**config.mk**
```make
export PLATFORM = sky130hd
export DESIGN_NAME = booth_mul_iter
export DESIGN_NICKNAME = d
export VERILOG_FILES = /design/src/rtl/booth_mul_iter.sv
export SDC_FILE = /design/constraint.sdc
export NUM_CORES = 1
export LEC_CHECK = 0
export CORE_MARGIN = 3
export CORE_UTILIZATION = 40
export CTS_BUF_LIST = sky130_fd_sc_hd__clkbuf_2 sky130_fd_sc_hd__clkbuf_4 sky130_fd_sc_hd__clkbuf_8
export CTS_CLUSTER_SIZE = 16
export DETAILED_ROUTE_END_ITERATION = 12
export MAX_ROUTING_LAYER = met4
export PLACE_DENSITY_LB_ADDON = 0.15
export SETUP_SLACK_MARGIN = 0.02
export SLEW_MARGIN = 10
export SYNTH_ARGS = -nofsm -noshare
export SYNTH_HDL_FRONTEND = slang
export SYNTH_SLANG_ARGS = --single-unit
```
**constraint.sdc**
```tcl
create_clock -name i_clk -period 7.85 [get_ports i_clk]
set_input_delay 1.57 -clock i_clk [delete_from_list [all_inputs] [get_ports i_clk]]
set_output_delay 1.57 -clock i_clk [all_outputs]
set_load 0.02 [all_outputs]
```
**src/rtl/booth_mul_iter.sv**
```systemverilog
// Iterative radix-4 Booth multiplier: S digits per cycle into a 2N-bit accumulator,
// followed by one fixed correction cycle for an unsigned multiplier, then a valid/ready output.

module booth_decoder #(
   parameter int N = 32,
   parameter int S = 4
) (
   input  logic [N-1:0]                     b,
   output logic [N/(2*S)-1:0][S-1:0][2:0]   o_data
);
   localparam int K = N / (2 * S);

   logic [N:0] bx;
   assign bx = {b, 1'b0};  // b[-1] = 0

   for (genvar g = 0; g < K; g++) begin : g_grp
      for (genvar s = 0; s < S; s++) begin : g_dig
         assign o_data[g][s] = bx[2*(g*S+s)+2 -: 3];
      end
   end
endmodule

module booth_mul_iter #(
   parameter int N = 32,
   parameter int S = 4
) (
   input  logic           i_clk,
   input  logic           i_rst_n,
   input  logic           i_valid,
   output logic           o_ready,
   input  logic [N-1:0]   i_multiplicand,
   input  logic [N-1:0]   i_multiplier,
   input  logic           i_signed_a,
   input  logic           i_signed_b,
   input  logic           i_abort,
   output logic           o_valid,
   input  logic           i_ready,
   output logic [2*N-1:0] o_product
);
   localparam int M  = N / 2;
   localparam int K  = M / S;
   localparam int CW = (K > 1) ? $clog2(K) : 1;

   if (N < 4 || (N & (N - 1)) != 0) begin : g_bad_n
      $error("booth_mul_iter: N must be a power of 2 and >= 4");
   end
   if (S < 1 || (M % S) != 0) begin : g_bad_s
      $error("booth_mul_iter: S must be >= 1 and divide N/2");
   end

   typedef enum logic [1:0] {IDLE, RUN, CORR, DONE} state_t;

   state_t                   state, state_n;
   logic [N:0]               a_ext;
   logic [N-1:0]             b_reg;
   logic                     sb_reg;
   logic [2*N-1:0]           acc, sum, a_wide, pp;
   logic [CW-1:0]            cnt;
   logic [K-1:0][S-1:0][2:0] groups;
   logic                     accept;

   booth_decoder #(.N(N), .S(S)) u_dec (
      .b      (b_reg),
      .o_data (groups)
   );

   assign o_ready = (state == IDLE);
   assign accept  = i_valid && (state == IDLE) && !i_abort;
   assign a_wide  = {{(N-1){a_ext[N]}}, a_ext};

   always_comb begin
      state_n = state;
      if (i_abort) state_n = IDLE;
      else begin
         case (state)
            IDLE: if (accept) state_n = RUN;
            RUN:  if (cnt == CW'(K - 1)) state_n = CORR;
            CORR: state_n = DONE;
            DONE: if (i_ready) state_n = IDLE;
            default: state_n = IDLE;
         endcase
      end
   end

   // One iteration's S partial products, or the unsigned-B correction in CORR.
   always_comb begin
      sum = acc;
      pp  = '0;
      if (state == RUN) begin
         for (int s = 0; s < S; s++) begin
            case (groups[cnt][s])
               3'b001, 3'b010: pp = a_wide;
               3'b011:         pp = a_wide << 1;
               3'b100:         pp = -(a_wide << 1);
               3'b101, 3'b110: pp = -a_wide;
               default:        pp = '0;
            endcase
            sum = sum + (pp << (2 * (int'(cnt) * S + s)));
         end
      end else if (state == CORR) begin
         if (!sb_reg && b_reg[N-1]) sum = acc + (a_wide << N);
      end
   end

   always_ff @(posedge i_clk or negedge i_rst_n) begin
      if (!i_rst_n) begin
         state     <= IDLE;
         a_ext     <= '0;
         b_reg     <= '0;
         sb_reg    <= 1'b0;
         acc       <= '0;
         cnt       <= '0;
         o_valid   <= 1'b0;
         o_product <= '0;
      end else begin
         state <= state_n;
         if (i_abort) o_valid <= 1'b0;
         else begin
            case (state)
               IDLE: if (accept) begin
                  a_ext  <= {i_signed_a & i_multiplicand[N-1], i_multiplicand};
                  b_reg  <= i_multiplier;
                  sb_reg <= i_signed_b;
                  acc    <= '0;
                  cnt    <= '0;
               end
               RUN: begin
                  acc <= sum;
                  cnt <= cnt + 1'b1;
               end
               CORR: begin
                  o_product <= sum;
                  o_valid   <= 1'b1;
               end
               DONE: if (i_ready) o_valid <= 1'b0;
               default: ;
            endcase
         end
      end
   end
endmodule

```
Yosys cells after proc, flatten, opt, wreduce, memory -nomap -nowiden
Cells that the tools add are included.
Storage, ports and cells
  flip-flop bits (word level): 199
  bits of input ports: 71
Operators by class
  $add $sub $neg: 11
  $lt $le $gt $ge: 1
  eq/ne operators: 32
  shift-type cells: 4
  muxes and demuxes: 24
  bitwise gates (word level): 2
  reductions and logical operators: 21
Operator list (count)
  case mux 64 bit (4 select lines): 4
  2-to-1 mux 64 bit: 7
  adder 64 bit: 5
  << shifter 64 x 6 -> 64 bit: 3
  negation 64 bit: 2
  case mux 64 bit (2 select lines): 1
  << shifter 64 x 5 -> 64 bit: 1
  == test 3 bit (second input constant): 12
  binary-select mux 12 bit (select 2 bit): 1
  == test 3 x 2 -> 1 bit (second input constant): 8
  OR reduction 2 bit: 8
  == test 3 x 1 -> 1 bit (second input constant): 4
  2-to-1 mux 12 bit: 1
  adder 4 x 2 -> 5 bit (second input constant): 2
  2-to-1 mux 2 bit: 5
  AND reduction 3 bit: 3
  case mux 2 bit (4 select lines): 1
  == test 2 bit (second input constant): 3
  inequality test 3 bit (second input constant): 2
  adder 4 x 1 -> 5 bit (second input constant): 1
  case mux 2 bit (2 select lines): 1
  AND reduction 2 bit: 2
  logical AND 1 bit: 3
  less-than comparator 2 x 3 -> 1 bit (second input constant): 1
  12 further kinds: 14

Longest topological paths before layout
  word-level depth: 13
  mapped depth: 34
  mapped depth without buffers: 31

By module
Synthesis repeated with hierarchy kept, for this count alone.
Second synthesis, totals
  cells, all modules: 3593
  area, all modules: 27361.2 µm²
Modules (own cells, without submodules)
  booth_mul_iter: times used 1, cells each 3544, area each 26997.1 µm², sequential area each 4979.8 µm²
  booth_decoder: times used 1, cells each 49, area each 364.1 µm², sequential area each 0.0 µm²

Worst setup path after synthesis
No wires, ideal clock.
  path type: register to register
  from: reg a_ext[1]
  to: reg o_product[47]
  arrival: 7.142 ns
  data required time: 7.720 ns
  slack: 0.577 ns
  cell stages (with the launch flop): 31
  buffers on the path: 2
  period minus slack after synthesis: 7.273 ns
  path through: dfrtp_1 clkbuf_1 inv_1 ha_1 nor4b_1 nand2_1 or2_2 clkbuf_1 nor3_1 xor2_1 o22ai_1 a21oi_1 nand2_1 o21ai_0 o22ai_1 fa_1 fa_1 inv_1 fa_1 inv_1 ha_1 a21o_1 a21o_1 a21o_1 a31o_2 a211oi_1 o21ai_0 and3b_1 nor3_1 xor2_1 o21ai_0
Between the ends
  cells in the longest elaborated chain, start to end: 9
  elaborated cells between the ends (all ways): 21
  those cells by class: 7 x add/sub; 4 x shift; 10 x mux
RTL lines
  from (decl): line 54  | logic [N:0] a_ext;
  from (signal assigned): line 121  | a_ext <= {i_signed_a & i_multiplicand[N-1], i_multiplicand};
  negation 64 bit, on equally long branches: line 95, 94
  case mux 64 bit (4 select lines): line 91  | case (groups[cnt][s])
  2-to-1 mux 64 bit: line 89  | if (state == RUN) begin
  << shifter 64 x 5 -> 64 bit: line 98  | sum = sum + (pp << (2 * (int'(cnt) * S + s)));
  adder 64 bit (4 in series): line 98
  2-to-1 mux 64 bit *: line 89
  to (signal assigned): line 132  | o_product <= sum;
  to (decl): line 38  | output logic [2*N-1:0] o_product
Every way passes the cells marked *; elsewhere a longest branch is shown, timed or not. The select of a mux whose other input is x is not followed.
A chain may end at the register's enable or synchronous reset.

Worst setup path after layout
  from: reg cnt[0]
  to: reg acc[47]
Between the ends
  cells in the longest elaborated chain, start to end: 13
  elaborated cells between the ends (all ways): 55
  those cells by class: 7 x add/sub; 24 x eq/ne; 4 x shift; 12 x mux; 8 x reduce/logical
RTL lines
  from (decl): line 58  | logic [CW-1:0] cnt;
  from (signal assigned): line 129  | cnt <= cnt + 1'b1;
  binary-select mux 12 bit (select 2 bit): line 91
  2-to-1 mux 12 bit (not written as such): line 91
  == test 3 bit (tied with other cells): line 91
  OR reduction 2 bit: line 91
  case mux 64 bit (4 select lines): line 91
  2-to-1 mux 64 bit: line 89
  << shifter 64 x 5 -> 64 bit: line 98
  adder 64 bit (3 in series): line 98
  adder 64 bit *: line 98
  2-to-1 mux 64 bit *: line 89
  case mux 64 bit (2 select lines) *: line 119  | case (state)
  to (signal assigned): line 128  | acc <= sum;
  to (decl): line 57  | logic [2*N-1:0] acc, sum, a_wide, pp;
Marked as above.

==> impl_metrics.toml <==
[outcome]
status = "finished, final reports clean"

[drt]
routed-via-count = 29130
routed_wire_length_per_instance_um = 26.20
postRouteAntennaNets = 0
drc = 0
postRouteWirelength_mm = 127.6
drtPass1Iterations = 8
drt_first_iter_violations = 3095
vias_per_cell = 5.984

[timing]
final_hold_violating_endpoints = 0
slew-limit-headroom_pct = 22.27
report.final.slew_viol_count = 0
finalSetupViolCount = 0
rsz0062_at_grt = "yes"
worst_pin_slew_ns = 1.148
timing.fmax_mhz = 131.9
period_share_pct = 96.61
fin_setup_tns_ns = 0
timing.clock.skew_ns = 0.03608
final_period_demand_of_the_worst_path_ns = 7.584

[global_routing]
gr-usage-met2_pct = 54.20
grt_overflow_total = 0
first_pass_grt_wire_length_mm = 186.0
grt_util_all_layers_pct = 36.75
globalRouteMet3Util_pct = 6.058
grt_antenna_before_repair = 8
grt_max_degree = 143
grt_pass1_vias = 27930
gr-max-usage-layer = "met2"
gr-usage-met1_pct = 47.30

[clock_tree]
cts_tree = "yes"
cts_made_buffers = 17
cts.hold.buffers_added = 0
clk-insertion-delay-late_ns = 0.61
cts_buffer_depth = 2
htree_num_levels = 4
cts_root_buffer_type = "clkbuf_8"
clk_pin_slew_ns = 0.14
cts.sinks = 199

[critical_path]
worst_setup_path_start_kind = "register"
cp_data_arrival_time_ns = 8.04
timing_worst_setup_path_type = "register to register"
worstSetupEndpointType = "register"
worst_path_fanout_max = 7
worst_ep_required_time_ns = 8.31

[yosys]
yosys_warnings = 0
synth_cell_type_count = 83
syn-cell-area_um2 = 27050
yosys_register_bits = 199
synth_flop_cell = "dfrtp_1"
synth_top_cell_area_share_pct = 18.41
synth.net_count = 3926
synth_cells = 3569
synth_edf_count = 0
synth_top_cell_by_area = "dfrtp_1"
synth_area_leaders = "dfrtp_1, fa_1, nand2_1, o21ai_0, a21oi_1"
syn_area_per_cell_um2 = 7.580
async_reset_ff_share_pct = 100.0
seq_area_frac_synth_pct = 18.41

[placed_design]
placedCellCount = 4819
finalWeightedCongestion = 1.066
detailedPlacementHpwl_mm = 101.8
numPortBuffers = 136
post_dp_cell_area_um2 = 32600

[finish]
post_route_cells_drive_above_1_share_pct = 18.92
area_growth_pct = 23.22
finalInstanceArea_um2 = 33330
layout_top_registers = "acc x64, o_product x64, a_ext x33"
layout.nets = 4340
fin_cells = 4868

[floorplan]
initial_utilization_pct = 40.78
die_area_um2 = 70790
die-height_um = 266.1
standard_cell_core_area_um2 = 66330
placement_rows = 94
die-width_um = 266.1
num_io_pins = 137

[flow_run]
max-cap-violations = 0

[worst_hold_path]
worst_hold_path_type = "register to register"
==> worst paths after layout <==
path | depth (start not counted) | end | slack, ns | startpoint
worst min-delay path | 2 | o_product[12] | 0.49 | o_product[12]
worst max-delay path | 26 | acc[47] | 0.27 | cnt[0]
worst min register to register | 2 | o_product[12] | 0.49 | o_product[12]
max in group asynchronous | 2 | cnt[0] | 5.79 | i_rst_n
min in group asynchronous | 1 | acc[5] | 0.92 | i_rst_n
worst max register to register | 26 | acc[47] | 0.27 | cnt[0]
==> worst max-delay path, stage by stage (launching register included) <==
cell and delay, ns:
dfrtp_4 0.55, mux4_2 0.63, a221o_1 0.51, nor2_1 0.44, buf_4 0.23, a221o_1 0.23, mux2i_1 0.18, o21ai_0 0.41
fa_1 0.51, fa_1 0.54, inv_1 0.05, fa_1 0.56, inv_1 0.05, ha_1 0.35, a21o_1 0.18, a21o_1 0.16
a21oi_1 0.16, o21ai_0 0.13, a211oi_2 0.27, buf_4 0.17, buf_4 0.14, o21ai_0 0.11, and3b_1 0.21, nor3_2 0.17
xor2_1 0.24, buf_4 0.17, o21ai_0 0.07
==> layout make-up <==
class	count	area [µm²]
Antenna cell	8	20.02
Clock buffer	17	234.0
Clock inverter	15	207.7
Fill cell	6784	33000
Inverter	279	1047
Multi-Input combinational cell	2816	20260
Sequential cell	199	4987
Tap cell	864	1081
Timing Repair Buffer	670	5500
==> cells in the final DEF, fill, tap and decap left out, types with 32 or more instances in the layout <==
cell / synthesis / final
o22ai_1: 66 / 66
nand3_1: 35 / 34
a21oi_1: 269 / 262
clkdlybuf4s50_1: 0 / 135
o21ai_0: 328 / 316
a31oi_1: 34 / 32
a21o_1: 86 / 85
xor2_1: 76 / 75
a221o_1: 41 / 41
nand2b_1: 41 / 40
ha_1: 107 / 105
fa_1: 179 / 179
dfrtp_1: 199 / 197
mux2i_1: 72 / 67
inv_1: 277 / 275
mux2_2: 101 / 101
buf_4: 1 / 524
nor3_1: 43 / 41
nand2_1: 481 / 479
xnor2_1: 107 / 107
nor2_1: 338 / 335
==> per-layer routing <==
| layer | wire, µm | share of wire (%) |
|---|---|---|
| met3 | 10190 | 8.0 |
| met1 | 53040 | 42 |
| met4 | 8944 | 7.0 |
| met2 | 55380 | 43 |
| met5 | 0 | 0 |
==> Yosys cell counts (34+ instances only) <==
| cell type | n |
|---|---|
| mux2i_1 | 72 |
| mux2_2 | 101 |
| xor2_1 | 76 |
| ha_1 | 107 |
| clkbuf_1 | 231 |
| nand2_1 | 481 |
| nor2_1 | 338 |
| inv_1 | 277 |
| buf_1 | 38 |
| nand2b_1 | 41 |
| o22ai_1 | 66 |
| a31oi_1 | 34 |
| nor3_1 | 43 |
| a21oi_1 | 269 |
| a21o_1 | 86 |
| a221o_1 | 41 |
| dfrtp_1 | 199 |
| xnor2_1 | 107 |
| fa_1 | 179 |
| nand3_1 | 35 |
| o21ai_0 | 328 |
==> logic make-up after synthesis <==
kind of cell | synth area share (%)
AOI/OAI and AO/OA | 25.57
and+or+nand+nor | 17.06
buffers and inverters | 7.724
adders and majority gates | 18.19
DFF | 18.41
xor gates and xnor gates | 6.008
muxes | 7.034
==> timing repair <==
item | in CTS | in global routing
endpoints found under the setup margin | 5 | 56
resized for setup | 2 | 55
pin swaps | 0 | 6
buffers inserted | 0 | 9
==> metrics by stage <==
| step | hold WS, ns | setup slack [ns] | util (%) |
|---|---|---|---|
| global placement | 0.4514 | 0.003030 | 49.14 |
| floorplan | 0.4485 | 0.5774 | - |
| finish | 0.4867 | 0.2662 | 50.25 |
| CTS | 0.4928 | 0.03724 | 49.82 |
| detailed placement | 0.4653 | 0.03593 | 49.14 |
| global route | 0.5204 | -0.02482 | 50.25 |
Power is not shown: default switching activity piles up to over one toggle a cycle in this logic, so the estimate is an artifact.
